`src/rtl/scumv_packet_framer.sv`:
```
// Host-side framer for the SCuM-V controller byte protocol: prefix + payload out, mode-specific response in.
// Optional feature macro: SCUMV_FRAMER_STRAY_CNT_EN (saturating count of rx bytes received outside RESP).
module scumv_packet_framer #(
  parameter int ASC_PAYLOAD_BYTES = 22,
  parameter int STL_PAYLOAD_BYTES = 16,
  parameter int ASC_RESP_BYTES    = 1,
  parameter int STL_RESP_BYTES    = 16,
  parameter int TIMEOUT_CYCLES    = 1_000_000
) (
  input  logic       clk,
  input  logic       reset,
  input  logic       cmd_valid,
  output logic       cmd_ready,
  input  logic       cmd_mode,
  input  logic [7:0] pl_data,
  input  logic       pl_valid,
  output logic       pl_ready,
  output logic [7:0] tx_data,
  output logic       tx_valid,
  input  logic       tx_ready,
  input  logic [7:0] rx_data,
  input  logic       rx_valid,
  output logic       rx_ready,
  output logic [7:0] resp_data,
  output logic       resp_valid,
  input  logic       resp_ready,
  output logic       resp_last,
  output logic       busy,
  output logic       timeout,
  output logic [7:0] stray_count,
  output logic [1:0] state_dbg
);

  // All handshakes (cmd, pl, tx, rx, resp): a transfer happens on a rising clk edge where valid
  // and ready are both high; once raised, valid holds with stable data until that transfer.

  typedef enum logic [1:0] {
    ST_IDLE    = 2'd0,
    ST_PREFIX  = 2'd1,
    ST_PAYLOAD = 2'd2,
    ST_RESP    = 2'd3
  } state_t;

  localparam int TO_W = $clog2(TIMEOUT_CYCLES);
  // Leaving on the idle cycle that would bring the counter to TIMEOUT_CYCLES-1.
  localparam logic [TO_W-1:0] TO_LIMIT = TO_W'(TIMEOUT_CYCLES - 2);

  state_t          state_q, state_d;
  logic            mode_q, mode_d;
  logic [1:0]      idx_q, idx_d;
  logic [7:0]      cnt_q, cnt_d;
  logic [TO_W-1:0] to_q, to_d;
  logic            timeout_q, timeout_d;
  logic [7:0]      pl_last;
  logic [7:0]      rs_last;

  assign pl_last = mode_q ? 8'(STL_PAYLOAD_BYTES - 1) : 8'(ASC_PAYLOAD_BYTES - 1);
  assign rs_last = mode_q ? 8'(STL_RESP_BYTES - 1)    : 8'(ASC_RESP_BYTES - 1);

  function automatic logic [7:0] prefix_byte(input logic mode, input logic [1:0] idx);
    logic [7:0] b;
    case (idx)
      2'd0:    b = mode ? 8'h73 : 8'h61;
      2'd1:    b = mode ? 8'h74 : 8'h73;
      2'd2:    b = mode ? 8'h6C : 8'h63;
      default: b = 8'h2B;
    endcase
    return b;
  endfunction

  always_ff @(posedge clk) begin
    if (reset) begin
      state_q   <= ST_IDLE;
      mode_q    <= 1'b0;
      idx_q     <= 2'd0;
      cnt_q     <= 8'd0;
      to_q      <= '0;
      timeout_q <= 1'b0;
    end else begin
      state_q   <= state_d;
      mode_q    <= mode_d;
      idx_q     <= idx_d;
      cnt_q     <= cnt_d;
      to_q      <= to_d;
      timeout_q <= timeout_d;
    end
  end

  always_comb begin
    state_d    = state_q;
    mode_d     = mode_q;
    idx_d      = idx_q;
    cnt_d      = cnt_q;
    to_d       = to_q;
    timeout_d  = timeout_q;
    cmd_ready  = 1'b0;
    pl_ready   = 1'b0;
    tx_valid   = 1'b0;
    tx_data    = 8'd0;
    rx_ready   = 1'b1;
    resp_valid = 1'b0;
    resp_data  = 8'd0;
    resp_last  = 1'b0;
    case (state_q)
      ST_IDLE: begin
        cmd_ready = 1'b1;
        if (cmd_valid) begin
          mode_d    = cmd_mode;
          idx_d     = 2'd0;
          cnt_d     = 8'd0;
          timeout_d = 1'b0;
          state_d   = ST_PREFIX;
        end
      end
      ST_PREFIX: begin
        tx_valid = 1'b1;
        tx_data  = prefix_byte(mode_q, idx_q);
        if (tx_ready) begin
          idx_d = idx_q + 2'd1;
          if (idx_q == 2'd3) begin
            cnt_d   = 8'd0;
            state_d = ST_PAYLOAD;
          end
        end
      end
      ST_PAYLOAD: begin
        tx_valid = pl_valid;
        tx_data  = pl_data;
        pl_ready = tx_ready;
        if (pl_valid && tx_ready) begin
          cnt_d = cnt_q + 8'd1;
          if (cnt_q == pl_last) begin
            cnt_d   = 8'd0;
            to_d    = '0;
            state_d = ST_RESP;
          end
        end
      end
      ST_RESP: begin
        rx_ready   = resp_ready;
        resp_valid = rx_valid;
        resp_data  = rx_data;
        resp_last  = (cnt_q == rs_last);
        // A byte arriving on the would-be timeout cycle wins over the timeout.
        if (rx_valid && resp_ready) begin
          cnt_d = cnt_q + 8'd1;
          to_d  = '0;
          if (cnt_q == rs_last) begin
            state_d = ST_IDLE;
          end
        end else if (to_q == TO_LIMIT) begin
          to_d      = '0;
          timeout_d = 1'b1;
          state_d   = ST_IDLE;
        end else begin
          to_d = to_q + TO_W'(1);
        end
      end
      default: state_d = ST_IDLE;
    endcase
  end

  assign busy      = (state_q != ST_IDLE);
  assign timeout   = timeout_q;
  assign state_dbg = state_q;

`ifdef SCUMV_FRAMER_STRAY_CNT_EN
  logic [7:0] stray_q;

  always_ff @(posedge clk) begin
    if (reset) begin
      stray_q <= 8'd0;
    end else if (rx_valid && (state_q != ST_RESP) && (stray_q != 8'hFF)) begin
      stray_q <= stray_q + 8'd1;
    end
  end

  assign stray_count = stray_q;
`else
  assign stray_count = 8'd0;
`endif

endmodule

```
`config.mk`:
```
export PLATFORM = sky130hd
export DESIGN_NAME = scumv_packet_framer
export DESIGN_NICKNAME = d
export VERILOG_FILES = /design/src/rtl/scumv_packet_framer.sv
export SDC_FILE = /design/constraint.sdc
export NUM_CORES = 1
export LEC_CHECK = 0
export ABC_AREA = 0
export BUFFER_PORTS_ARGS = -buffer_cell sky130_fd_sc_hd__buf_4
export CORE_UTILIZATION = 30
export DETAILED_ROUTE_END_ITERATION = 8
export PLACE_DENSITY = 0.51
export SLEW_MARGIN = 10
export SYNTH_ARGS = -nofsm -noshare
export SYNTH_HDL_FRONTEND = slang
export SYNTH_SLANG_ARGS = --single-unit
```
`constraint.sdc`:
```
create_clock -name clk -period 2.6 [get_ports clk]
set_clock_uncertainty 0.2 [all_clocks]
set_input_delay 0.26 -clock clk [delete_from_list [all_inputs] [get_ports clk]]
set_output_delay 0.26 -clock clk [all_outputs]
set_load 0.01 [all_outputs]
```
# --- After elaboration in Yosys (flattened, before gate mapping) ---
# Cells that the tools add are included.
op_classes:
  n_addsub: 3
  eq_ne: 19
  muxes: 42
  reduce_logical: 14
ops:
  columns: ["cell", "count"]
  rows:
  - ["$mux W20", 4]
  - ["$mux W8", 7]
  - ["$pmux W20 S2", 1]
  - ["$pmux W8 S4", 1]
  - ["$pmux W7 S3", 1]
  - ["$add A20 B1 Y20 const B", 1]
  - ["$eq A20 B20 Y1 const B", 1]
  - ["$mux W2", 10]
  - ["$ne A2 B2 Y1 const B", 8]
  - ["$pmux W8 S2", 1]
  - ["$mux W5", 2]
  - ["$add A8 B1 Y8 const B", 1]
  - ["$eq A2 B2 Y1 const B", 4]
  - ["$eq A8 B4 Y1", 1]
  - ["$eq A8 B5 Y1", 1]
  - ["$mux W1", 8]
  - ["$mux W4", 2]
  - ["$pmux W2 S4", 1]
  - ["$reduce_bool A2 Y1", 4]
  - ["$reduce_and A7 Y1", 1]
  - ["$ne A3 B3 Y1 const B", 2]
  - ["$reduce_and A3 Y1", 2]
  - ["$reduce_and A5 Y1", 1]
  - ["$eq A2 B1 Y1 const B", 2]
  - ["other kinds (8)", 11]
word_totals:
  register_bits: 34
  input_bits: 24
  output_inout_bits: 34
  elab_cells: 84

# --- Depth between registers and ports, before layout ---
logic_depth:
  ltp_word: 5
  mapped_depth: 9
  ltp_nobuf: 7

# --- Worst setup path after synthesis ---
# No wires, ideal clock.
synth_timing:
  path_kind: "register to register"
  startpoint: "register state_q[0], in the netlist state_dbg[0]"
  endpoint: "register cnt_q[5]"
  setup_ps: 128
  arrival_ps: 2053
  slack_ps: 218
  path_stages_with_launch: 8
  cell_sequence: "dfxtp_1 -> inv_1 -> ha_1 -> nor2b_1 -> a2111oi_2 -> nand4_1 -> xor2_1 -> nor2_1"
synth_via:
  elab_chain_len: 3
  elab_cells_between_ends: 11
synth_rtl:
  columns: ["item", "line", "rtl"]
  rows:
  - ["start, declared", "48", "state_t state_q, state_d;"]
  - ["start signal, assigned", "80", "state_q <= state_d;"]
  - ["$eq A2 B2 Y1 (tied with other cells)", "104", "case (state_q)"]
  - ["$ne A2 B2 Y1 (no line)", null, null]
  - ["$reduce_and A5 Y1 (no line)", null, null]
  - ["end signal, assigned", "83", "cnt_q <= cnt_d;"]
  - ["end, declared", "51", "logic [7:0] cnt_q, cnt_d;"]
# Several ways; a longest one is shown, not always the timed one.
# A chain may end at the register's enable or synchronous reset.

# --- Worst setup path in the final report ---
layout_timing:
  startpoint: "register state_q[0], in the netlist state_dbg[0]"
  endpoint: "register to_q[1]"
layout_via:
  elab_chain_len: 3
  elab_cells_between_ends: 7
layout_rtl:
  columns: ["item", "line", "rtl"]
  rows:
  - ["$eq A2 B2 Y1", "104", null]
  - ["$ne A2 B2 Y1 (no line) / $reduce_bool A2 Y1 (equally long branches)", null, null]
  - ["$reduce_and A3 Y1 (no line)", null, null]
  - ["end signal, assigned", "84", "to_q <= to_d;"]
  - ["end, declared", "52", "logic [TO_W-1:0] to_q, to_d;"]
# Several ways; a longest one is shown, not always the timed one.

==> reports/qor.tcl <==
set qor(outcome) {completed}
set qor(hp-class) {input pin to flop}
set qor(ir_worst_vdd_mv) 0.238
set qor(fin_crit_sh_pct) 87.0
set qor(clock_sinks) 34
set qor(die_height_um) 90.8
set qor(die_area_um2) 8250
set qor(worst_setup_path_start_kind) {flop}
set qor(cts_buffer_depth) 2
set qor(vias_per_cell) 5.01
set qor(grt_max_degree) 20
set qor(cp_data_arrival_time_ps) 2280
set qor(tightest_slew_ps) 525
set qor(chipWidth_um) 90.8
set qor(fin_setup_tns_ps) 0
set qor(timing.max_slew.rel_slack_pct) 64.8
set qor(finalWeightedCongestion) 0.782
set qor(maxCapViolations) 0
set qor(routed_wirelength_um) 5820
set qor(number_of_i_o_pins) 58
set qor(timing.final.max_slew_violations) 0
set qor(postCtsResizedCells) 0
set qor(dp.final_hpwl_um) 4400
set qor(reg2reg_slack_ps) 340
set qor(layout-drive-gt1-share_pct) 22.0
set qor(clk-insertion-delay-late_ps) 280
set qor(rows) 32
set qor(ant_nets) 0
set qor(endpoint_kind) {flop}
set qor(postSynth.topFlopCell) {dfxtp_1}
set qor(grt_overflow) 0
set qor(detail_route.wl_per_cell_um) 13.1
set qor(clk_root_buffer_cell) {clkbuf_8}
set qor(grtUsageTotal_pct) 14.5
set qor(fin_crit_ps) 2260
set qor(worst_reg2reg_path_depth) 6
set qor(hold_path_startpoint) {cmd_mode}
set qor(synth_warnings) 0
set qor(antenna-diode-count) 0
set qor(hold_violations) 0
set qor(cts.clk_slew.worst_paths_ps) 70
set qor(syn_avg_cell_area_um2) 8.13
set qor(numCtsBuffers) 5
set qor(detailedRoute.firstPassIterationCount) 4
set qor(cellLeakagePower_uw) 0.00111
set qor(min_delay_worst_endpoint) {mode_q$_SDFFE_PP0P_}
set qor(pwr_density_cell_nw_per_um2) 630
set qor(synthesis.area_um2) 2370
set qor(critPathKind) {flop to flop}
set qor(hold-path-cell-count) 3
set qor(cts_hold_repair.buffers) 0
set qor(ys_seq_elements) 34
set qor(remaining_drc_errors) 0
set qor(antenna_found_initial) 0
set qor(initial_core_util_pct) 30.8
set qor(grt_pass1_wl_um) 9850
set qor(number_of_different_library_cells_in_the_post_synthesis_netlist) 59
set qor(detail_route.iter0.violations) 83
set qor(report.final.setup_viol) 0
set qor(core_region_area_um2) 7690
set qor(synthArstFlopShare_pct) 0
set qor(route.vias.total) 2220
set qor(final_critical_path_setup_slack_ps) 337
set qor(timing.rr.end) {to_q[1]$_SDFFE_PP0P_}
set qor(tritoncts) {built}
set qor(areaGrowthSynthToFinish_pct) 24.3
set qor(number_of_enable_flip_flop_cells_after_synthesis) 0
set qor(crit-reg2reg-launch) {state_dbg[0]$_SDFFE_PP0P_}
set qor(post-route-util_pct) 38.3
set qor(syn_inst) 291
set qor(dpl_worst_slack_ps) 353
set qor(postPlaceCellArea_um2) 2830
set qor(timing.hold.ws_ps) 50.5
set qor(cts_max_level) 2
set qor(clock.fmax_mhz) 442
set qor(num-nets-final) 376
set qor(ys_seq_area_share_pct) 28.8
set qor(numPortBuffers) 49
set qor(cp.required_ps) 2620
set qor(post-route-cell-area_um2) 2940
set qor(cts.repair_timing.setup_buffer_count) 0
set qor(critPathMaxFanout) 10
set qor(grt_pass1_vias) 2076
set qor(rsz0062_at_grt) {no}
layer usage:
layer / share of wire [%] / vias up / track usage [%]
met4: 0.58 / 0 / 3.17
li1: - / 1122 / -
met2: 49 / 45 / 26.2
met5: 0 / - / 0
met1: 46 / 1051 / 17.7
met3: 4.6 / 2 / 2.69
kinds of logic after synthesis:
group                    Yosys count  synth area share [%]
AND/OR/NAND/NOR                  130                  30.7
adder cells (fa/ha/maj)           11                  5.81
multiplexers                       2                 0.846
AO/OA/AOI/OAI                     63                  19.7
buffers and inverters             30                  6.66
flip-flops                        34                  28.8
XOR/XNOR                          20                  7.40
other                              1                 0.158
cells in the final DEF, fill, tap and decap left out, types with 2 or more instances in the layout:
cell type and n:
nor3_1 5, nor2b_1 8, clkbuf_8 6, ha_1 11, a2111oi_2 2, o31ai_1 2, a22oi_1 3, conb_1 8
nor2_1 28, o21ai_0 5, nand4_1 9, or3_1 2, xor2_1 6, and4_1 4, nand2b_1 6, a21o_1 4
a2111oi_1 2, a21oi_1 21, inv_1 8, nand3_1 17, buf_4 58, a21boi_0 4, mux2i_1 2, and3_1 3
dfxtp_1 34, xnor2_1 14, a211oi_1 5, and2_1 12, nand2_1 23
critical path, cell delays in order (launching register included):
cell	delay (ps)
dfxtp_1	380
inv_1	110
ha_1	300
nand2b_1	350
and2_0	340
or3_1	380
a21oi_1	130
per-stage QoR:
step	total power [µW]	instances
after floorplan	1090	298
after global placement	1370	436
after detailed placement	1380	436
after CTS	1880	443
after global routing	1970	443
final	1850	443
area by class of cell:
type	count	area, µm²
inverter	8	30.0
tap	102	128
timing repair buffer	58	435
sequential	34	681
clock buffer	6	82.6
clock inverter	1	30.0
fill	817	4750
multi-input combinational	234	1560
registers in the layout, summed over array words and instances (netlist names):
name,flops
to_q,20
cnt_q,8
idx_q,2
state_dbg,2
mode_q,1
timeout,1
cells in the mapped netlist (4+ instances only):
library cell	instances	share of area [%]
a21o_1	4	1.3
a21oi_1	21	4.4
dfxtp_1	34	29
o21ai_0	5	1.1
xnor2_1	14	5.2
and4_1	4	1.5
clkbuf_1	9	1.4
nand2_1	23	3.6
a21boi_0	4	1.3
xor2_1	6	2.2
inv_1	8	1.3
nor2_1	28	4.4
and2_1	12	3.2
nand4_1	9	2.4
nor3_1	5	1.1
nand3_1	17	3.6
ha_1	11	5.8
a211oi_1	5	1.6
nand2b_1	6	1.6
nor2b_1	8	2.1
buf_4	9	2.9
worst max path at each step:
stage / start / end / cells past startpoint
finish: state_dbg[0]$_SDFFE_PP0P_ / to_q[1]$_SDFFE_PP0P_ / 6
global placement: to_q[6]$_SDFFE_PP0P_ / state_dbg[0]$_SDFFE_PP0P_ / 5
floorplan: state_dbg[0]$_SDFFE_PP0P_ / cnt_q[5]$_SDFFE_PP0P_ / 7
global route: state_dbg[0]$_SDFFE_PP0P_ / to_q[1]$_SDFFE_PP0P_ / 6
CTS: to_q[6]$_SDFFE_PP0P_ / state_dbg[0]$_SDFFE_PP0P_ / 5
detailed placement: state_dbg[0]$_SDFFE_PP0P_ / to_q[13]$_SDFFE_PP0P_ / 7
where the power goes:
group          internal (µW)  leakage [µW]  switching [µW]
sequential               544      0.000274            32.7
combinational            359      0.000782             421
clock                    307     0.0000573             191
total                   1210       0.00111             644
No activity file was read; power rests on OpenSTA's default activity.
